## src/rtl/pong_pkg.sv

```systemverilog
// rtl/pong_pkg.sv - shared geometry defaults, FSM state type and signed coordinate type for the Pong engine
package pong_pkg;

    localparam int DEF_SCREEN_W     = 640;
    localparam int DEF_SCREEN_H     = 480;
    localparam int DEF_BALL_SIZE    = 8;
    localparam int DEF_PADDLE_W     = 8;
    localparam int DEF_PADDLE_H     = 64;
    localparam int DEF_PADDLE_ONE_X = 16;
    localparam int DEF_PADDLE_TWO_X = 616;
    localparam int DEF_BALL_SPEED   = 2;
    localparam int DEF_PADDLE_SPEED = 4;
    localparam int DEF_SERVE_FRAMES = 60;

    // Wide enough to hold a step past either screen edge without wrapping.
    typedef logic signed [10:0] coord_t;

    typedef enum logic [1:0] {
        SERVE  = 2'd0,
        PLAY   = 2'd1,
        SCORED = 2'd2
    } state_t;

endpackage

```

## src/rtl/pong_paddle_ctrl.sv

```systemverilog
// rtl/pong_paddle_ctrl.sv - one paddle: button synchronizer, per-frame move and clamp
// Ports: clk, reset (sync, active-high), tick (frame strobe), btn_up/btn_down (async),
//        paddle_y (10-bit top-left y, clamped to [0, Y_MAX])
module pong_paddle_ctrl
    import pong_pkg::*;
#(
    parameter int STEP    = DEF_PADDLE_SPEED,
    parameter int Y_MAX   = DEF_SCREEN_H - DEF_PADDLE_H,
    parameter int Y_RESET = (DEF_SCREEN_H - DEF_PADDLE_H) / 2
) (
    input  logic       clk,
    input  logic       reset,
    input  logic       tick,
    input  logic       btn_up,
    input  logic       btn_down,
    output logic [9:0] paddle_y
);

    localparam coord_t STEP_C  = coord_t'(STEP);
    localparam coord_t Y_MAX_C = coord_t'(Y_MAX);
    localparam coord_t ZERO_C  = '0;

    logic [1:0] up_sync_q, up_sync_d;
    logic [1:0] down_sync_q, down_sync_d;
    logic [9:0] y_q, y_d;
    coord_t     y_cur;
    coord_t     y_move;
    logic       go_up, go_down;

    always_comb begin
        up_sync_d   = {up_sync_q[0], btn_up};
        down_sync_d = {down_sync_q[0], btn_down};
    end

    // Both buttons held cancel out.
    assign go_up   = up_sync_q[1] & ~down_sync_q[1];
    assign go_down = down_sync_q[1] & ~up_sync_q[1];
    assign y_cur   = coord_t'({1'b0, y_q});

    always_comb begin
        y_move = y_cur;
        if (go_up) begin
            y_move = y_cur - STEP_C;
        end else if (go_down) begin
            y_move = y_cur + STEP_C;
        end
    end

    always_comb begin
        y_d = y_q;
        if (tick) begin
            if (y_move < ZERO_C) begin
                y_d = '0;
            end else if (y_move > Y_MAX_C) begin
                y_d = Y_MAX_C[9:0];
            end else begin
                y_d = y_move[9:0];
            end
        end
    end

    always_ff @(posedge clk) begin
        if (reset) begin
            up_sync_q   <= '0;
            down_sync_q <= '0;
            y_q         <= 10'(Y_RESET);
        end else begin
            up_sync_q   <= up_sync_d;
            down_sync_q <= down_sync_d;
            y_q         <= y_d;
        end
    end

    assign paddle_y = y_q;

endmodule

```

## src/rtl/pong_game_engine.sv

```systemverilog
// rtl/pong_game_engine.sv - per-frame Pong state: ball physics, collisions, paddles, serve and scoring
// Ports: clk50M, reset (sync, active-high), VS (active-low vsync, same domain),
//        p1_up/p1_down/p2_up/p2_down (async buttons),
//        ball_x/ball_y, paddle_one_x/y, paddle_two_x/y (10-bit top-left), score_one/score_two (BCD 0-9)
// Option macro PONG_CPU_PLAYER_EN: paddle two follows the ball and ignores p2_up/p2_down.
module pong_game_engine
    import pong_pkg::*;
#(
    parameter int SCREEN_W     = DEF_SCREEN_W,
    parameter int SCREEN_H     = DEF_SCREEN_H,
    parameter int BALL_SIZE    = DEF_BALL_SIZE,
    parameter int PADDLE_W     = DEF_PADDLE_W,
    parameter int PADDLE_H     = DEF_PADDLE_H,
    parameter int PADDLE_ONE_X = DEF_PADDLE_ONE_X,
    parameter int PADDLE_TWO_X = DEF_PADDLE_TWO_X,
    parameter int BALL_SPEED   = DEF_BALL_SPEED,
    parameter int PADDLE_SPEED = DEF_PADDLE_SPEED,
    parameter int SERVE_FRAMES = DEF_SERVE_FRAMES
) (
    input  logic       clk50M,
    input  logic       reset,
    input  logic       VS,
    input  logic       p1_up,
    input  logic       p1_down,
    input  logic       p2_up,
    input  logic       p2_down,
    output logic [9:0] ball_x,
    output logic [9:0] ball_y,
    output logic [9:0] paddle_one_x,
    output logic [9:0] paddle_one_y,
    output logic [9:0] paddle_two_x,
    output logic [9:0] paddle_two_y,
    output logic [3:0] score_one,
    output logic [3:0] score_two
);

    localparam int               CNT_W      = $clog2(SERVE_FRAMES);
    localparam logic [CNT_W-1:0] SERVE_LAST = CNT_W'(SERVE_FRAMES - 1);
    localparam logic [9:0]       BALL_X0    = 10'((SCREEN_W - BALL_SIZE) / 2);
    localparam logic [9:0]       BALL_Y0    = 10'((SCREEN_H - BALL_SIZE) / 2);
    localparam logic [9:0]       RIGHT_STOP = 10'(PADDLE_TWO_X - BALL_SIZE);
    localparam coord_t SPEED_C      = coord_t'(BALL_SPEED);
    localparam coord_t SIZE_C       = coord_t'(BALL_SIZE);
    localparam coord_t PAD_H_C      = coord_t'(PADDLE_H);
    localparam coord_t LEFT_FACE_C  = coord_t'(PADDLE_ONE_X + PADDLE_W);
    localparam coord_t RIGHT_FACE_C = coord_t'(PADDLE_TWO_X);
    localparam coord_t X_MAX_C      = coord_t'(SCREEN_W - BALL_SIZE);
    localparam coord_t Y_MAX_C      = coord_t'(SCREEN_H - BALL_SIZE);
    localparam coord_t ZERO_C       = '0;

    state_t           state_q, state_d;
    logic             vs_q, vs_d;
    logic             tick;
    logic [CNT_W-1:0] serve_cnt_q, serve_cnt_d;
    logic             serve_pos_q, serve_pos_d;   // 1: serve toward +x
    logic             dx_pos_q, dx_pos_d;         // 1: dx = +1
    logic             dy_pos_q, dy_pos_d;         // 1: dy = +1
    logic             scorer_one_q, scorer_one_d; // 1: player one won the rally
    logic [9:0]       ball_x_q, ball_x_d;
    logic [9:0]       ball_y_q, ball_y_d;
    logic [3:0]       score_one_q, score_one_d;
    logic [3:0]       score_two_q, score_two_d;
    logic [9:0]       paddle_one_y_w, paddle_two_y_w;

    coord_t bx, by, nx, ny, p1y, p2y;
    logic   hit_left, hit_right, miss_left, miss_right;

    // Frame strobe on the falling edge of VS.
    assign vs_d = VS;
    assign tick = vs_q & ~VS;

    // ---------------- paddles ----------------
    pong_paddle_ctrl #(
        .STEP   (PADDLE_SPEED),
        .Y_MAX  (SCREEN_H - PADDLE_H),
        .Y_RESET((SCREEN_H - PADDLE_H) / 2)
    ) u_paddle_one (
        .clk     (clk50M),
        .reset   (reset),
        .tick    (tick),
        .btn_up  (p1_up),
        .btn_down(p1_down),
        .paddle_y(paddle_one_y_w)
    );

`ifdef PONG_CPU_PLAYER_EN
    localparam coord_t HOLD_C = coord_t'(4);
    coord_t ball_mid, pad_mid;
    logic   cpu_up, cpu_down;

    // Steer paddle two's centre toward the ball's centre, with a small dead band.
    always_comb begin
        ball_mid = by + coord_t'(BALL_SIZE / 2);
        pad_mid  = p2y + coord_t'(PADDLE_H / 2);
        cpu_up   = ball_mid < (pad_mid - HOLD_C);
        cpu_down = ball_mid > (pad_mid + HOLD_C);
    end

    pong_paddle_ctrl #(
        .STEP   (PADDLE_SPEED / 2),
        .Y_MAX  (SCREEN_H - PADDLE_H),
        .Y_RESET((SCREEN_H - PADDLE_H) / 2)
    ) u_paddle_two (
        .clk     (clk50M),
        .reset   (reset),
        .tick    (tick),
        .btn_up  (cpu_up),
        .btn_down(cpu_down),
        .paddle_y(paddle_two_y_w)
    );
`else
    pong_paddle_ctrl #(
        .STEP   (PADDLE_SPEED),
        .Y_MAX  (SCREEN_H - PADDLE_H),
        .Y_RESET((SCREEN_H - PADDLE_H) / 2)
    ) u_paddle_two (
        .clk     (clk50M),
        .reset   (reset),
        .tick    (tick),
        .btn_up  (p2_up),
        .btn_down(p2_down),
        .paddle_y(paddle_two_y_w)
    );
`endif

    // ---------------- collision detection ----------------
    assign bx  = coord_t'({1'b0, ball_x_q});
    assign by  = coord_t'({1'b0, ball_y_q});
    assign p1y = coord_t'({1'b0, paddle_one_y_w});
    assign p2y = coord_t'({1'b0, paddle_two_y_w});
    assign nx  = dx_pos_q ? (bx + SPEED_C) : (bx - SPEED_C);
    assign ny  = dy_pos_q ? (by + SPEED_C) : (by - SPEED_C);

    // A hit needs the ball to cross the paddle face this frame, not already be past it.
    assign hit_left  = ~dx_pos_q && (nx <= LEFT_FACE_C) && (bx >= LEFT_FACE_C)
                    && ((by + SIZE_C) > p1y) && (by < (p1y + PAD_H_C));
    assign hit_right = dx_pos_q && ((nx + SIZE_C) >= RIGHT_FACE_C) && ((bx + SIZE_C) <= RIGHT_FACE_C)
                    && ((by + SIZE_C) > p2y) && (by < (p2y + PAD_H_C));
    // A paddle hit wins over a miss on the same frame.
    assign miss_left  = ~hit_left && ~hit_right && (nx <= ZERO_C);
    assign miss_right = ~hit_left && ~hit_right && (nx >= X_MAX_C);

    // ---------------- FSM: state register ----------------
    always_ff @(posedge clk50M) begin
        if (reset) begin
            state_q <= SERVE;
        end else begin
            state_q <= state_d;
        end
    end

    // ---------------- FSM: next state ----------------
    always_comb begin
        state_d = state_q;
        if (tick) begin
            case (state_q)
                SERVE:   if (serve_cnt_q == SERVE_LAST) state_d = PLAY;
                PLAY:    if (miss_left || miss_right) state_d = SCORED;
                SCORED:  state_d = SERVE;
                default: state_d = SERVE;
            endcase
        end
    end

    // ---------------- FSM: ball, serve and score updates ----------------
    always_comb begin
        serve_cnt_d  = serve_cnt_q;
        serve_pos_d  = serve_pos_q;
        dx_pos_d     = dx_pos_q;
        dy_pos_d     = dy_pos_q;
        scorer_one_d = scorer_one_q;
        ball_x_d     = ball_x_q;
        ball_y_d     = ball_y_q;
        score_one_d  = score_one_q;
        score_two_d  = score_two_q;
        if (tick) begin
            case (state_q)
                SERVE: begin
                    ball_x_d = BALL_X0;
                    ball_y_d = BALL_Y0;
                    if (serve_cnt_q == SERVE_LAST) begin
                        serve_cnt_d = '0;
                        dx_pos_d    = serve_pos_q;
                        dy_pos_d    = 1'b1;
                    end else begin
                        serve_cnt_d = serve_cnt_q + CNT_W'(1);
                    end
                end
                PLAY: begin
                    // Vertical and horizontal axes resolve independently.
                    if (ny <= ZERO_C) begin
                        ball_y_d = '0;
                        dy_pos_d = 1'b1;
                    end else if (ny >= Y_MAX_C) begin
                        ball_y_d = Y_MAX_C[9:0];
                        dy_pos_d = 1'b0;
                    end else begin
                        ball_y_d = ny[9:0];
                    end
                    if (hit_left) begin
                        ball_x_d = LEFT_FACE_C[9:0];
                        dx_pos_d = 1'b1;
                    end else if (hit_right) begin
                        ball_x_d = RIGHT_STOP;
                        dx_pos_d = 1'b0;
                    end else if (miss_left) begin
                        ball_x_d     = '0;
                        scorer_one_d = 1'b0;
                    end else if (miss_right) begin
                        ball_x_d     = X_MAX_C[9:0];
                        scorer_one_d = 1'b1;
                    end else begin
                        ball_x_d = nx[9:0];
                    end
                end
                SCORED: begin
                    if (scorer_one_q) begin
                        score_one_d = (score_one_q == 4'd9) ? 4'd0 : score_one_q + 4'd1;
                    end else begin
                        score_two_d = (score_two_q == 4'd9) ? 4'd0 : score_two_q + 4'd1;
                    end
                    ball_x_d    = BALL_X0;
                    ball_y_d    = BALL_Y0;
                    // Next serve heads toward whoever conceded.
                    serve_pos_d = scorer_one_q;
                end
                default: begin
                    ball_x_d = BALL_X0;
                    ball_y_d = BALL_Y0;
                end
            endcase
        end
    end

    always_ff @(posedge clk50M) begin
        if (reset) begin
            vs_q         <= 1'b0;
            serve_cnt_q  <= '0;
            serve_pos_q  <= 1'b1;
            dx_pos_q     <= 1'b1;
            dy_pos_q     <= 1'b1;
            scorer_one_q <= 1'b0;
            ball_x_q     <= BALL_X0;
            ball_y_q     <= BALL_Y0;
            score_one_q  <= '0;
            score_two_q  <= '0;
        end else begin
            vs_q         <= vs_d;
            serve_cnt_q  <= serve_cnt_d;
            serve_pos_q  <= serve_pos_d;
            dx_pos_q     <= dx_pos_d;
            dy_pos_q     <= dy_pos_d;
            scorer_one_q <= scorer_one_d;
            ball_x_q     <= ball_x_d;
            ball_y_q     <= ball_y_d;
            score_one_q  <= score_one_d;
            score_two_q  <= score_two_d;
        end
    end

    assign ball_x       = ball_x_q;
    assign ball_y       = ball_y_q;
    assign paddle_one_x = 10'(PADDLE_ONE_X);
    assign paddle_two_x = 10'(PADDLE_TWO_X);
    assign paddle_one_y = paddle_one_y_w;
    assign paddle_two_y = paddle_two_y_w;
    assign score_one    = score_one_q;
    assign score_two    = score_two_q;

endmodule

```

## config.mk

```make
export PLATFORM = sky130hd
export DESIGN_NAME = pong_game_engine
export DESIGN_NICKNAME = d
export VERILOG_FILES = /design/src/rtl/pong_pkg.sv /design/src/rtl/pong_paddle_ctrl.sv /design/src/rtl/pong_game_engine.sv
export SDC_FILE = /design/constraint.sdc
export NUM_CORES = 1
export LEC_CHECK = 0
export ABC_AREA = 1
export CAP_MARGIN = 40
export CORE_ASPECT_RATIO = 0.8
export CORE_MARGIN = 2
export CORE_UTILIZATION = 57
export DETAILED_ROUTE_END_ITERATION = 16
export PLACE_DENSITY_LB_ADDON = 0.15
export SETUP_SLACK_MARGIN = 0.3
export SYNTH_ARGS = -nofsm -noshare
export SYNTH_HDL_FRONTEND = slang
export SYNTH_HIERARCHICAL = 1
export SYNTH_SLANG_ARGS = --single-unit
```

## constraint.sdc

```tcl
create_clock -name clk50M -period 3 [get_ports clk50M]
set_input_delay 0.6 -clock clk50M [delete_from_list [all_inputs] [get_ports clk50M]]
set_output_delay 0.6 -clock clk50M [all_outputs]
set_load 0.05 [all_outputs]
```

[Word level (Yosys, flattened, before mapping)]
Cells that the tools add are included.
Word-level totals
  word-level logic and storage cells: 129
  bits in registers: 69
Operators by class
  $add $sub $neg: 16
  eq/ne operators: 9
  reduce and logical (&&, ||, !) cells: 23
  mux-type cells: 34
  bitwise gates (word level): 14
  $lt $le $gt $ge: 16
Operators by type and width (count)
  $mux 10: 12
  $mux 11: 6
  $add 10x2->11 const B: 2
  $add 10x3->11 const B: 2
  $add 10x4->11 const B: 2
  $add 10x7->11 const B: 2
  $ge 11x11->1 const B: 2
  $gt 11x10->1 const B: 2
  $gt 11x11->1: 2
  $le 11x1->1 const B: 2
  $lt 11x1->1 const B: 2
  $lt 11x11->1: 2
  $sub 10x2->11 const B: 2
  $sub 10x3->11 const B: 2
  $add 11x5->11 const B: 1
  $ge 11x10->1 const B: 1
  $le 11x11->1 const B: 1
  $le 11x6->1 const B: 1
  $logic_and 1x1->1: 11
  $ge 10x5->1 const B: 1
  $not 1->1: 9
  $reduce_and 3->1: 3
  $add 4x1->4 const B: 2
  $eq 4x4->1 const B: 2
  19 further kinds: 38

[Logic depth before layout (Yosys ltp)]
Gate-level depths: netlist (run 1).
  depth after elaboration: 16
  depth in mapped cells: 21
  gate-level depth less buffers: 21

[Modules after synthesis]
Netlist (run 1), hierarchy kept.
By module, submodules not included
  pong_game_engine: instances 1, area an instance 4215.3 µm², cells an instance 659
  pong_paddle_ctrl: instances 2, area an instance 835.8 µm², cells an instance 144

[Worst setup path after synthesis (run 1)]
No wires, ideal clock.
  kind: reg-to-reg
  start: reg ball_y_q[4], in the netlist ball_y[4]
  end: reg ball_x_q[3], in the netlist ball_x[3]
  slack: 0.061 ns
  data required time: 2.885 ns
  clock period less this slack: 2.939 ns
  setup time: 0.115 ns
  cell stages (with the launch flop): 19
  path buffers: 0
  arrival: 2.823 ns
  path through: dfxtp_1 ha_1 nand3_1 nand3b_1 xor2_1 ha_1 nand2_1 o21bai_1 inv_1 nand2_1 nand2_1 a21oi_1 nand2_4 nand3_2 inv_2 o21ai_1 nand2_1 nand2_1 nand2_1
Between the ends
  word-level cells in the longest chain between the ends: 12
RTL lines
  start, declared: line pong_game_engine.sv:60  | logic [9:0] ball_y_q, ball_y_d;
  start signal, assigned: line pong_game_engine.sv:255  | ball_y_q <= ball_y_d;
  $add 10x4->11: line pong_game_engine.sv:136, pong_game_engine.sv:138
  $gt 11x11->1 (on tied branches): line pong_game_engine.sv:136, pong_game_engine.sv:138
  $logic_and 1x1->1 (on tied branches) (2 in a row): line pong_game_engine.sv:136, pong_game_engine.sv:138
  $not 1->1 (no source line)
  $logic_and 1x1->1: line pong_game_engine.sv:140, pong_game_engine.sv:141
  $logic_and 1x1->1: line pong_game_engine.sv:141  | assign miss_right = ~hit_left && ~hit_right && (nx >= X_MAX_C);
  $mux 10: line pong_game_engine.sv:209  | end else if (miss_right) begin
  $mux 10: line pong_game_engine.sv:206  | end else if (miss_left) begin
  $mux 10: line pong_game_engine.sv:203  | end else if (hit_right) begin
  $mux 10 (*): line pong_game_engine.sv:200  | if (hit_left) begin
  $mux 10 (*): line pong_game_engine.sv:177  | case (state_q)
  end signal, assigned: line pong_game_engine.sv:254  | ball_x_q <= ball_x_d;
  end, declared: line pong_game_engine.sv:59  | logic [9:0] ball_x_q, ball_x_d;
Every way passes the cells marked *; elsewhere a longest branch is shown, timed or not.
A chain may end at the register's enable or synchronous reset.

[Worst setup path after layout (run 1)]
  start: reg ball_y_q[6], in the netlist ball_y[6]
  end: reg ball_x_q[3], in the netlist ball_x[3]
The elaborated chain is that of the path after synthesis.

==> implementation parameters, run 1 <==
Parameter                              Value

Route
  Drt pass-1 iters    5
  DRC violation count after routing    0
  DRC marker count from the first detailed-route iteration    between 500 and 600
  Total via count in the routed design    ~6,000
  Number of vias per cell after detailed routing    just over 5
  Routed wire length    14,400 um
  Routed wire length per instance    12.5 um
  Final antenna-violating net count    0

Finish
  P&R area growth vs syn    18.4%
  Number of nets in the layout    around 1,100
  Proportion of layout cells with a drive suffix above 1    between 10% and 20%
  Diode insertion count for antenna repair    0
  Post-route core utilization    68.6%

Critical path
  Critical path type    reg -> reg
  Worst reg2reg setup slack    410 ps
  Worst r2r dst    ball_x[3]$_SDFFE_PP1P_
  Startpoint of the lowest-slack register-to-register path    ball_y[6]$_SDFFE_PP1P_
  Largest fanout on the critical path    5
  Startpoint types    register
  Worst Reg2Reg Path Length in Cells    17
  Worst path required time    between 3000 and 4000 ps
  Type of destination of the critical path    register
  Critical path arrival    2820 ps

Global routing
  First-pass GRT wire length    23,300 um
  Total global routing overflow    0
  Largest net degree at the start of global routing    50
  GRT Util Overall    roughly 25%
  Vias in the first global route    roughly 5,000
  Initial antenna violation count    0

Synthesis
  Ys async rst share    0%
  Post-Syn Area    5890 sq um
  Gate Count Post-Synth    947
  Count of state elements after synthesis    63
  Portion of the post-synthesis area used by sequential elements    21.4%
  Top flip-flop cell by instance count after synthesis    sky130_fd_sc_hd__dfxtp_1
  Count of yosys warnings during synthesis    6
  Average footprint of a synthesized cell    6.22 sq um
  EDFF count, synth    0
  Netlist cell types    46

Timing
  Slack of the critical path    409 ps
  Setup TNS Final    0 ps
  Unrepaired setup endpoints after global routing    yes
  Portion of the clock cycle consumed by the worst path in the final layout    86.4%
  Time the worst path needs with I/O delays and setup    2590 ps
  Slew Limit Fails    0
  Max_slew headroom    62.9%
  Slew @ Worst Pin    556 ps
  Final setup violating endpoints    0
  Maximum clock frequency    386 MHz
  Fin. Hold Viols    0
  Final setup skew    3.42 ps

Clock network
  Clock Pin Slew Worst Setup and Hold Paths    50 ps
  Depth of the CTS H-tree    3
  Root buf cell    sky130_fd_sc_hd__clkbuf_16
  Clock tree from TritonCTS    built
  # clock sinks    63
  CTS Buf Count    9
  Hold buffer count at CTS    0
  Clock insertion delay at the later pin of the skew report    330 ps
  Maximum number of buffers from clock root to sink    2

Floorplanning
  Floorplan Core Area    10,200 sq um
  Floorplan die area    11,200 sq um
  Chip height    94.9 um
  Std cell rows    33
  Horizontal die dimension    118 um
  Count of pins on the block boundary    75
  Effective utilization at floorplan    58.0%

Run status
  Result of the run    finished, final reports clean

Min path
  Startpoint of the lowest-slack hold path    u_paddle_one/up_sync_q[0]$_SDFF_PP0_
  Path type of the worst min-delay path    reg -> reg
  Capture endpoint of the worst hold path    u_paddle_one/up_sync_q[1]$_SDFF_PP0_
  Count of cells along the worst hold path    2

Power and ir drop
  Areal power density over the cells    between 300 and 400 nW/um^2
  Static leakage    3.42 nW
  VDD IR-drop max    0.230 mV

Job
  Max-Cap Viols    0

Place
  Quantity of I/O buffers inserted on ports    48
  Final HPWL DP    10,500 um
  Global placement routability congestion    between 0.9 and 1
  Pre-CTS setup slack    308 ps
worst max-delay path by stage:
stage                     cells past startpoint  slack [ps]                      to              startpoint
after CTS                                    14         340  ball_y[5]$_SDFFE_PP1P_   dy_pos_q$_SDFFE_PP1P_
final                                        17         410  ball_x[3]$_SDFFE_PP1P_  ball_y[6]$_SDFFE_PP1P_
after floorplan                              18         320  ball_x[3]$_SDFFE_PP1P_  ball_y[4]$_SDFFE_PP0P_
after global routing                         19         260  ball_x[2]$_SDFFE_PP1P_  ball_y[6]$_SDFFE_PP1P_
after detailed placement                     19         310  ball_x[8]$_SDFFE_PP1P_  ball_y[4]$_SDFFE_PP0P_
after global placement                       19         410  ball_x[8]$_SDFFE_PP1P_  ball_y[4]$_SDFFE_PP0P_
Yosys cell counts, types with 3 or more instances:
cell type,number,area share (%)
sky130_fd_sc_hd__nand2_1,262,17
sky130_fd_sc_hd__inv_1,136,8.7
sky130_fd_sc_hd__nor2_1,82,5.2
sky130_fd_sc_hd__nand3_1,79,6.7
sky130_fd_sc_hd__dfxtp_1,63,21
sky130_fd_sc_hd__a21oi_1,62,5.3
sky130_fd_sc_hd__ha_1,56,12
sky130_fd_sc_hd__buf_4,26,3.3
sky130_fd_sc_hd__o21ai_0,25,2.1
sky130_fd_sc_hd__nand2_2,24,2.6
sky130_fd_sc_hd__nor3_1,16,1.4
sky130_fd_sc_hd__nand4_1,14,1.5
sky130_fd_sc_hd__xor2_1,10,1.5
sky130_fd_sc_hd__clkbuf_1,8,0.51
sky130_fd_sc_hd__a21oi_2,6,0.89
sky130_fd_sc_hd__nand2_4,6,1.1
sky130_fd_sc_hd__xnor2_1,6,0.89
sky130_fd_sc_hd__buf_2,5,0.43
sky130_fd_sc_hd__inv_2,5,0.32
sky130_fd_sc_hd__nand3b_1,5,0.64
sky130_fd_sc_hd__conb_1,4,0.25
sky130_fd_sc_hd__nand3_2,4,0.68
sky130_fd_sc_hd__nor3b_1,4,0.51
sky130_fd_sc_hd__o21ai_1,4,0.34
sky130_fd_sc_hd__nor2_2,3,0.32
sky130_fd_sc_hd__o21ai_2,3,0.45
where the power goes:
part,internal [mW],switching [mW]
combinational,0.109,0.267
clock,0.796,0.387
sequential,0.853,0.0232
kinds of logic after synthesis:
logic type / synth area share, %
AND/OR/NAND/NOR: 39.0
XOR/XNOR: 2.38
flip-flops: 21.4
adder cells (fa/ha/maj): 12.6
other: 0.255
buffers and inverters: 13.3
AO/OA/AOI/OAI: 11.1
flip-flops by register name, indices dropped and copies added, names as in the netlist:
| name | count |
|---|---|
| ball_x | 9 |
| serve_cnt_q | 6 |
| u_paddle_two/down_sync_q | 2 |
| score_two | 4 |
| score_one | 4 |
| scorer_one_q | 1 |
| serve_pos_q | 1 |
| ball_y | 9 |
| u_paddle_one/paddle_y | 8 |
| state_q | 2 |
| u_paddle_one/down_sync_q | 2 |
| u_paddle_two/paddle_y | 8 |
| dx_pos_q | 1 |
| u_paddle_two/up_sync_q | 2 |
| u_paddle_one/up_sync_q | 2 |
| dy_pos_q | 1 |
| vs_q | 1 |
cells in the final DEF, fill, tap and decap left out, types with 3 or more instances in the layout:
master and instances:
sky130_fd_sc_hd__buf_4 18, sky130_fd_sc_hd__nand2_1 259, sky130_fd_sc_hd__o21ai_0 24, sky130_fd_sc_hd__dfxtp_2 5, sky130_fd_sc_hd__a21oi_1 61, sky130_fd_sc_hd__inv_1 132, sky130_fd_sc_hd__dfxtp_4 3, sky130_fd_sc_hd__nand3_1 77
sky130_fd_sc_hd__nand2_4 6, sky130_fd_sc_hd__clkbuf_16 9, sky130_fd_sc_hd__nor3_1 14, sky130_fd_sc_hd__nor2_1 80, sky130_fd_sc_hd__inv_2 7, sky130_fd_sc_hd__nand3b_1 5, sky130_fd_sc_hd__clkbuf_8 3, sky130_fd_sc_hd__o21ai_2 3
sky130_fd_sc_hd__nand4_1 14, sky130_fd_sc_hd__xnor2_1 6, sky130_fd_sc_hd__o21ai_1 5, sky130_fd_sc_hd__nand3_2 5, sky130_fd_sc_hd__nor2_2 5, sky130_fd_sc_hd__nor3b_1 4, sky130_fd_sc_hd__conb_1 26, sky130_fd_sc_hd__nand2_2 27
sky130_fd_sc_hd__nor3_2 3, sky130_fd_sc_hd__a21oi_2 7, sky130_fd_sc_hd__xor2_2 3, sky130_fd_sc_hd__xor2_1 7, sky130_fd_sc_hd__dfxtp_1 55, sky130_fd_sc_hd__clkdlybuf4s50_1 47, sky130_fd_sc_hd__ha_1 53
routing by layer:
layer  GRT usage, %  up-vias  wire, um  part of all wire [%]
met2           39.0      173      6060                    42
met4           7.13        0       180                   1.3
met5              0        -         0                     0
met3           4.29       17       757                   5.3
li1               -     3100         -                     -
met1           36.9     2618      7400                    51
critical path, stage by stage, from the launching register on:
cell and delay, ps:
sky130_fd_sc_hd__dfxtp_2 410, sky130_fd_sc_hd__nand2_1 140, sky130_fd_sc_hd__nor3_2 200, sky130_fd_sc_hd__xnor2_1 170
sky130_fd_sc_hd__inv_1 100, sky130_fd_sc_hd__ha_1 300, sky130_fd_sc_hd__a21oi_1 70, sky130_fd_sc_hd__or2_1 220
sky130_fd_sc_hd__nand3b_1 100, sky130_fd_sc_hd__nand3_1 80, sky130_fd_sc_hd__nor2_2 170, sky130_fd_sc_hd__nand2_4 100
sky130_fd_sc_hd__nand3_2 100, sky130_fd_sc_hd__inv_2 40, sky130_fd_sc_hd__o21ai_1 110, sky130_fd_sc_hd__nand2_1 60
sky130_fd_sc_hd__nand2_1 60, sky130_fd_sc_hd__nand2_1 40
metrics by stage:
step	cells	total power [mW]	hold slack [ps]	area [sq um]
global placement	1128	1.25	391	6450
CTS	1144	2.43	404	6800
finish	1152	2.44	403	6970
detailed placement	1128	1.26	396	6450
global route	1152	2.52	423	6970
floorplan	969	1.20	388	5980
area by class of cell:
cell class / instances / area (sq um)
clock inverters: 4 / 76.3
inverters: 142 / 539
multi-input cells: 725 / 4020
repair buffers: 66 / 611
fillers: 919 / 3190
clock buffers: 12 / 267
well taps: 140 / 175
flip-flops and latches: 63 / 1280
timing repair:
item	4_1_cts	5_1_grt
setup endpoints to repair	1	21
pin swaps	0	7
resized for setup	1	32
endpoints found under the hold margin	0	0
buffers inserted	0	8
Power figures use the tool's default switching activity.
==> run 2: changes to the inputs <==
RECOVER_POWER = 50   (was not set)
==> implementation parameters, run 2 (synthesis results as in run 1) <==
Parameter                              Value

Route
  Number of vias per cell after detailed routing    5.10 (was 5.13)
  Drt pass-1 iters    5 (unchanged)
  Routed wire length per instance    12.4 um (was 12.5 um)
  DRC marker count from the first detailed-route iteration    490 (was 525)
  Total via count in the routed design    5,878 (was 5,908)
  Final antenna-violating net count    0 (unchanged)
  Routed wire length    14,300 um (was 14,400 um)
  DRC violation count after routing    0 (unchanged)

Global routing
  GRT Util Overall    25.5% (unchanged)
  Met1 global-route usage    36.9% (unchanged)
  Total global routing overflow    0 (unchanged)
  Vias in the first global route    4,986 (unchanged)
  Largest net degree at the start of global routing    50 (unchanged)
  Met2 Usage GRT    39.0% (unchanged)
  Met3 Use GR    4.29% (unchanged)
  First-pass GRT wire length    23,300 um (unchanged)
  Most Used Layer, Global Route    met2 (unchanged)
  Initial antenna violation count    0 (unchanged)

Clock network
  Clock Pin Slew Worst Setup and Hold Paths    50 ps (about the same)
  Hold buffer count at CTS    0 (unchanged)
  CTS Buf Count    9 (unchanged)
  Maximum number of buffers from clock root to sink    2 (unchanged)
  # clock sinks    63 (unchanged)
  Root buf cell    sky130_fd_sc_hd__clkbuf_16 (unchanged)
  Depth of the CTS H-tree    3 (unchanged)
  Clock tree from TritonCTS    built (unchanged)
  Clock insertion delay at the later pin of the skew report    330 ps (about the same)

Power and ir drop
  Design Power    2.44 mW (about the same)
  VDD IR-drop max    0.231 mV (was 0.230 mV)
  Static leakage    3.46 nW (was 3.42 nW)
  Areal power density over the cells    350 nW/um^2 (about the same)

Critical path
  Startpoint of the lowest-slack register-to-register path    ball_y[8]$_SDFFE_PP0P_ (was ball_y[6]$_SDFFE_PP1P_)
  List of cells traversed by the critical path    nand3b_1 > xor2_2 > ha_1 > nand2_1 > or2_1 > nand3b_1 > nand3_1 > nor2_2 > nand2_4 > o211ai_4 > nand2_4 > nand3_1 > a21oi_2 (was nand2_1 > nor3_2 > xnor2_1 > inv_1 > ha_1 > a21oi_1 > or2_1 > nand3b_1 > nand3_1 > nor2_2 > nand2_4 > nand3_2 > inv_2 > o21ai_1 > nand2_1 > nand2_1 > nand2_1)
  Startpoint types    register (unchanged)
  Cell at the slowest stage of the critical path    sky130_fd_sc_hd__dfxtp_1 (was sky130_fd_sc_hd__dfxtp_2)
  Type of destination of the critical path    register (unchanged)
  Critical path type    reg -> reg (unchanged)
  Combined buffer and inverter count along the critical path    0 (was 2)
  Worst path required time    3120 ps (was 3220 ps)
  Top cell family by delay on the critical path    simple AND/OR/NAND/NOR gates (unchanged)
  Worst r2r dst    state_q[1]$_SDFFE_PP0P_ (was ball_x[3]$_SDFFE_PP1P_)
  Worst Reg2Reg Path Length in Cells    13 (was 17)
  Critical path arrival    2750 ps (was 2820 ps)
  Largest fanout on the critical path    8 (was 5)
  Worst setup path start    ball_y[8]$_SDFFE_PP0P_ (was ball_y[6]$_SDFFE_PP1P_)
  Highest cell delay on the worst timing path    640 ps (was 410 ps)
  Worst reg2reg setup slack    360 ps (was 410 ps)

Min path
  Startpoint of the lowest-slack hold path    u_paddle_one/up_sync_q[0]$_SDFF_PP0_ (unchanged)
  Path type of the worst min-delay path    reg -> reg (unchanged)
  Capture endpoint of the worst hold path    u_paddle_one/up_sync_q[1]$_SDFF_PP0_ (unchanged)
  Count of cells along the worst hold path    2 (unchanged)

Place
  Final HPWL DP    10,500 um (unchanged)
  Global placement routability congestion    0.910 (unchanged)
  Quantity of I/O buffers inserted on ports    48 (unchanged)

Floorplanning
  Count of pins on the block boundary    75 (unchanged)
  Chip height    94.9 um (unchanged)
  Std cell rows    33 (unchanged)
  Horizontal die dimension    118 um (unchanged)
  Floorplan die area    11,200 sq um (unchanged)
  Effective utilization at floorplan    58.0% (unchanged)
  Floorplan Core Area    10,200 sq um (unchanged)

Finish
  Number of nets in the layout    1,072 (unchanged)
  Proportion of layout cells with a drive suffix above 1    11.9% (was 12.1%)
  Post-route core utilization    68.6% (about the same)
  P&R area growth vs syn    18.3% (was 18.4%)
  Diode insertion count for antenna repair    0 (unchanged)
  Commonest cells after routing, fill and taps aside    259 x sky130_fd_sc_hd__nand2_1, 132 x sky130_fd_sc_hd__inv_1, 80 x sky130_fd_sc_hd__nor2_1 (unchanged)
  Commonest non-fill, non-tap cell in the layout    sky130_fd_sc_hd__nand2_1 (unchanged)

Timing
  Setup TNS Final    0 ps (unchanged)
  Maximum clock frequency    379 MHz (was 386 MHz)
  Slew Limit Fails    50 (was 0)
  Unrepaired setup endpoints after global routing    yes (unchanged)
  Max_slew headroom    -56.4% (was 62.9%)
  Slew @ Worst Pin    2350 ps (was 556 ps)
  Time the worst path needs with I/O delays and setup    2640 ps (was 2590 ps)
  Final Hold Slack    402 ps (was 403 ps)
  Fin. Hold Viols    0 (unchanged)
  Portion of the clock cycle consumed by the worst path in the final layout    87.8% (was 86.4%)
  Final setup skew    3.92 ps (was 3.42 ps)
  Final setup violating endpoints    0 (unchanged)

Run status
  Result of the run    finished with violations (was finished, final reports clean)
  Violations in the final reports    max-capacitance violations, max-slew violations

Job
  Max-Cap Viols    1 (was 0)
[run 2: cell count changes in the layout (fill, tap and decap cells not counted)]
| cell | change |
|---|---|
| sky130_fd_sc_hd__clkbuf_1 | +2 |
| sky130_fd_sc_hd__dlygate4sd3_1 | +26 |
| sky130_fd_sc_hd__buf_4 | -1 |
| sky130_fd_sc_hd__clkdlybuf4s50_1 | -26 |
| sky130_fd_sc_hd__buf_2 | -1 |
[run 2: where the power goes]
group | total, mW | internal (mW) | switching (mW) | leakage, nW
clock | 1.19 | 0.796 | 0.390 | 0.165
combinational | 0.374 | 0.107 | 0.267 | 2.78
sequential | 0.876 | 0.853 | 0.0230 | 0.513
[run 2: final cells by class]
type / instances / area, sq um
Multi-Input combinational cell: 725 / 4020
Fill cell: 921 / 3190
Sequential cell: 63 / 1280
Timing Repair Buffer: 66 / 606
Inverter: 142 / 539
Clock buffer: 12 / 267
Tap cell: 140 / 175
Clock inverter: 4 / 76.3
[run 2: tightest hold or removal path, delay by kind of cell (launching register included)]
kind                   cells  cell delay [ps]
buffers and inverters      1               40
flip-flops                 1              290
AND/OR/NAND/NOR            1               30
[run 2: through the flow]
step | instance area, sq um | cells | setup slack, ps
2_1_floorplan | 5980 | 969 | 322
3_3_place_gp | 6450 | 1128 | 405
3_5_place_dp | 6450 | 1128 | 308
4_1_cts | 6800 | 1144 | 343
5_1_grt | 6960 | 1152 | 202
6_report | 6960 | 1152 | 365
[run 2: worst max path at each step]
stage | depth (start not counted) | to | slack (ps)
4_1_cts | 14 | ball_y[5]$_SDFFE_PP1P_ | 340
3_3_place_gp | 19 | ball_x[8]$_SDFFE_PP1P_ | 410
2_1_floorplan | 18 | ball_x[3]$_SDFFE_PP1P_ | 320
5_1_grt | 17 | state_q[1]$_SDFFE_PP0P_ | 200
6_report | 13 | state_q[1]$_SDFFE_PP0P_ | 360
3_5_place_dp | 19 | ball_x[8]$_SDFFE_PP1P_ | 310
[run 2: timing repair]
item                       CTS  global route
setup buffers                0             8
pin swaps                    0             7
resized for setup            1            32
gates cloned                 0             0
setup endpoints to repair    1            21
[run 2: per-layer routing]
layer	wire length, um	part of all wire (%)
met3	679	4.7
met2	6020	42
met1	7450	52
met4	180	1.3
met5	0	0
==> edit 1 (settings of run 2) <==
Add a define of `PONG_CPU_PLAYER_EN`.
--- a/src/rtl/pong_game_engine.sv
+++ b/src/rtl/pong_game_engine.sv
@@ -4,4 +4,6 @@
 //        ball_x/ball_y, paddle_one_x/y, paddle_two_x/y (10-bit top-left), score_one/score_two (BCD 0-9)
 // Option macro PONG_CPU_PLAYER_EN: paddle two follows the ball and ignores p2_up/p2_down.
+`define PONG_CPU_PLAYER_EN
+
 module pong_game_engine
     import pong_pkg::*;
Behaviour: not the same (a bounded check fails within 4 cycles, from zero or initial values and one cycle with reset high).
==> edit 1 against run 2 <==
  * Largest cell class unchanged
  * Via count rose by 22%
  * Utilization grew 5.2 points
  * Sequential cell count is 1 higher
  * The flow still finishes with violations (max-capacitance violations, max-slew violations)
  * Setup slack worse by 0.13 ns
  * Critical endpoint is now ball_x[9]$_SDFFE_PP0P_
  * Cell count is 15% higher
  * First-iteration DRC count rose by 15%
  * Power grew 8.5%
  * Synthesized cell count increased by 13%
  * Largest power group unchanged
  * Area after synthesis is 14% higher
  * Count of clock-buffer cells in the layout decreased by 3
  * Routed wire length grew 35%
  * Global-route usage up 2.6 points
  * Highest routed layer unchanged
  * Critical path type unchanged
  * Cell area rose by 22%
==> edit 1: results <==
group,metric,value,unit
synthesis,yosysUniqueCellTypes,52,
global_route,grt_pass1_wl,29300,um
synthesis,yosys-top-cells-area,"dfxtp_1 19%, nand2_1 17%, ha_1 14%",
critical_path,critical_path.max_stage_delay,0.36,ns
clocking,cts_setup_buffers,5,
placement,gp_congestion,0.877,
critical_path,worstPathArrival,2.88,ns
clocking,ctsResizeCount,19,
timing,slew_viol_final,48,
finish,drive_gt1_frac,0.185,
critical_path,cp-startpoint,"ball_y[3]$_SDFFE_PP1P_",
detailed_routing,finalWirelength,19300,um
finish,fillers,944,
timing,relSlewSlack,-0.571,
timing,skew,0.00954,ns
detailed_routing,drt_iter0_markers,565,
global_route,track_usage,0.281,
detailed_routing,via_per_inst,5.43,
timing,max_freq,0.361,GHz
synthesis,yosysSeqAreaShare,0.190,
global_route,grt_pass1_vias,6052,
synthesis,synth_common_cells,"297 x nand2_1, 154 x inv_1, 89 x nor2_1, 85 x nand3_1, 78 x ha_1",
global_route,grt_max_degree,48,
placement,dp_hpwl,13400,um
clocking,path_clk_slew,0.07,ns
critical_path,r2r_setup_slack,0.23,ns
status,status,"complete, but fails checks",
status,violations,"max-capacitance violations, max-slew violations",
critical_path,reg2reg_to,"ball_x[9]$_SDFFE_PP0P_",
job,maxCapViolCount,1,
synthesis,synth_area_per_cell,6.27,sq um
finish,fin_nets,1258,
-- edit 1: cell count changes after synthesis, sizes merged, moves of 9 or more --
cell   change
ha        +22
inv       +19
nand2     +30
nand3      +9
nand4     +12
nor2      +11
xor2      +19
-- edit 1: layout make-up --
class                      instances  area, sq um  area share
sequential                        64         1330       0.156
clock buffer                       9          225      0.0265
multi-input combinational        832         5140       0.606
inverter                         163          627      0.0738
tap                              148          185      0.0218
timing repair buffer             101          886       0.104
clock inverter                     7          101      0.0119
-- edit 1: tightest hold or removal path, stage by stage, from the launching register on --
cell and delay [ns]:
dfxtp_1 0.30, inv_1 0.04, nor2_1 0.03
-- edit 1: per-layer routing --
metal / vias to the layer above / wire length (um) / GRT usage
met1: 3221 / 9100 / 0.431
met2: 312 / 8140 / 0.412
met5: - / 0 / 0
met4: 0 / 259 / 0.0573
li1: 3619 / - / -
met3: 33 / 1840 / 0.0470
-- edit 1: logic make-up after synthesis --
group,count (synthesis),synth area share
xor gates and xnor gates,36,0.0479
DFF,64,0.190
other,4,0.00223
buffers and inverters,199,0.125
and+or+nand+nor,565,0.379
AOI/OAI and AO/OA,125,0.103
adders and majority gates,80,0.151
muxes,1,0.00149
-- edit 1: power breakdown --
part | leakage [nW] | switching (mW) | internal, mW
Combinational | 3.48 | 0.386 | 0.183
Clock | 0.153 | 0.439 | 0.736
Sequential | 0.522 | 0.0313 | 0.868
-- edit 1: through the flow --
step	power, mW	hold slack, ns	utilization	area [sq um]
after floorplan	1.33	0.388	-	6840
after global placement	1.42	0.391	0.651	7500
after CTS	2.61	0.405	0.690	7940
after global routing	2.75	0.423	0.738	8490
after detailed placement	1.43	0.396	0.651	7500
final	2.64	0.404	0.738	8490
==> edit 2 (settings of run 2) <==
Without the edit above. Make the reset (`reset`) asynchronous in 3 clocked blocks.
--- a/src/rtl/pong_paddle_ctrl.sv
+++ b/src/rtl/pong_paddle_ctrl.sv
@@ -60,5 +60,5 @@
     end
 
-    always_ff @(posedge clk) begin
+    always_ff @(posedge clk or posedge reset) begin
         if (reset) begin
             up_sync_q   <= '0;
--- a/src/rtl/pong_game_engine.sv
+++ b/src/rtl/pong_game_engine.sv
@@ -142,5 +142,5 @@
 
     // ---------------- FSM: state register ----------------
-    always_ff @(posedge clk50M) begin
+    always_ff @(posedge clk50M or posedge reset) begin
         if (reset) begin
             state_q <= SERVE;
@@ -233,5 +233,5 @@
     end
 
-    always_ff @(posedge clk50M) begin
+    always_ff @(posedge clk50M or posedge reset) begin
         if (reset) begin
             vs_q         <= 1'b0;
Behaviour: differs if reset is asserted again (counterexample within 4 cycles, from zero or initial values and one cycle with reset high); with reset held inactive, the same outputs for 10 cycles.
==> edit 2 against run 2 <==
  * Cell count grew 0.52%
  * Setup slack lost 0.23 ns
  * Routed wire length grew 21%
  * Sequential share of layout area grew 2.2 points
  * Sequential cell count is the same
  * Synthesized cell count shrank 3.9%
  * Fmax shrank 8.1%
  * Die area grew 3.0%
  * Cell area grew 12%
  * Area after synthesis grew 3.1%
  * Critical endpoint is now ball_x[7]$_DFFE_PP0P_
  * Largest cell class unchanged
Power is left out: the tool's default activity adds up to more than one toggle a clock period on the data nets, which glitch-free logic cannot reach.
==> edit 2: results <==
group,metric,value,unit
synthesis,yosysSeqAreaShare,0.264,
critical_path,path_max_fanout,6,
detailed_routing,drt_iter0_markers,539,
detailed_routing,via_per_inst,5.34,
worst_hold_path,holdCritStartpoint,"u_paddle_one/down_sync_q[0]$_DFF_PP0_",
critical_path,r2r-start,"ball_y[3]$_DFFE_PP1P_",
critical_path,r2r_setup_slack,0.13,ns
synthesis,async_flop_share,1.00,
global_route,track_usage,0.272,
die,start_util,0.588,
critical_path,worstPathArrival,3.12,ns
synthesis,synthXorXnorAreaFrac,0.0315,
synthesis,yosys-top-cells-area,"dfrtp_1 18%, nand2_1 16%, ha_1 12%",
detailed_routing,met1_length,7900,um
global_route,grt_pass1_wl,24800,um
detailed_routing,met3WireLength,1310,um
finish,fin_nets,1078,
synthesis,synth_area_per_cell,6.67,sq um
placement,dp_hpwl,11600,um
worst_hold_path,whs_endpoint,"u_paddle_one/down_sync_q[1]$_DFF_PP0_",
detailed_routing,vias,6187,
finish,drive_gt1_frac,0.236,
global_route,use_met3,0.0486,
global_route,grtUsageMet2,0.415,
critical_path,r2r_cells,17,
global_route,grt_pass1_vias,5187,
global_route,grt_max_degree,40,
synthesis,synth_compound_area_frac,0.0680,
placement,gp_congestion,0.903,
placement,place_inst,1109,
placement,post-place-ws,0.249,ns
status,status,"completed",
timing,skew,0.00660,ns
global_route,globalRouteMet1Util,0.396,
synthesis,synth_common_cells,"262 x nand2_1, 131 x inv_1, 83 x nor2_1, 75 x nand3_1, 56 x ha_1",
timing,relSlewSlack,0.326,
worst_hold_path,min_delay_path_depth,0,
detailed_routing,met2_length,7810,um
-- edit 2: area by class of cell --
| type | count | area [sq um] |
|---|---|---|
| Clock buffer | 10 | 229 |
| Clock inverter | 6 | 61.3 |
| Fill cell | 793 | 2500 |
| Inverter | 153 | 596 |
| Multi-Input combinational cell | 689 | 4270 |
| Sequential cell | 63 | 1610 |
| Tap cell | 140 | 175 |
| Timing Repair Buffer | 96 | 877 |
| Timing Repair inverter | 1 | 7.51 |
-- edit 2: timing repair --
item / CTS / global route
gates resized for setup: 17 / 87
gates cloned: 0 / 1
setup endpoints to repair: 14 / 22
hold endpoints to repair: 0 / 0
setup buffers: 7 / 25
pin swaps: 13 / 34
-- edit 2: cells by family after synthesis --
group	Yosys count
AOI/OAI and AO/OA	72
and+or+nand+nor	512
other	4
adders and majority gates	58
xor gates and xnor gates	21
DFF	63
buffers and inverters	180
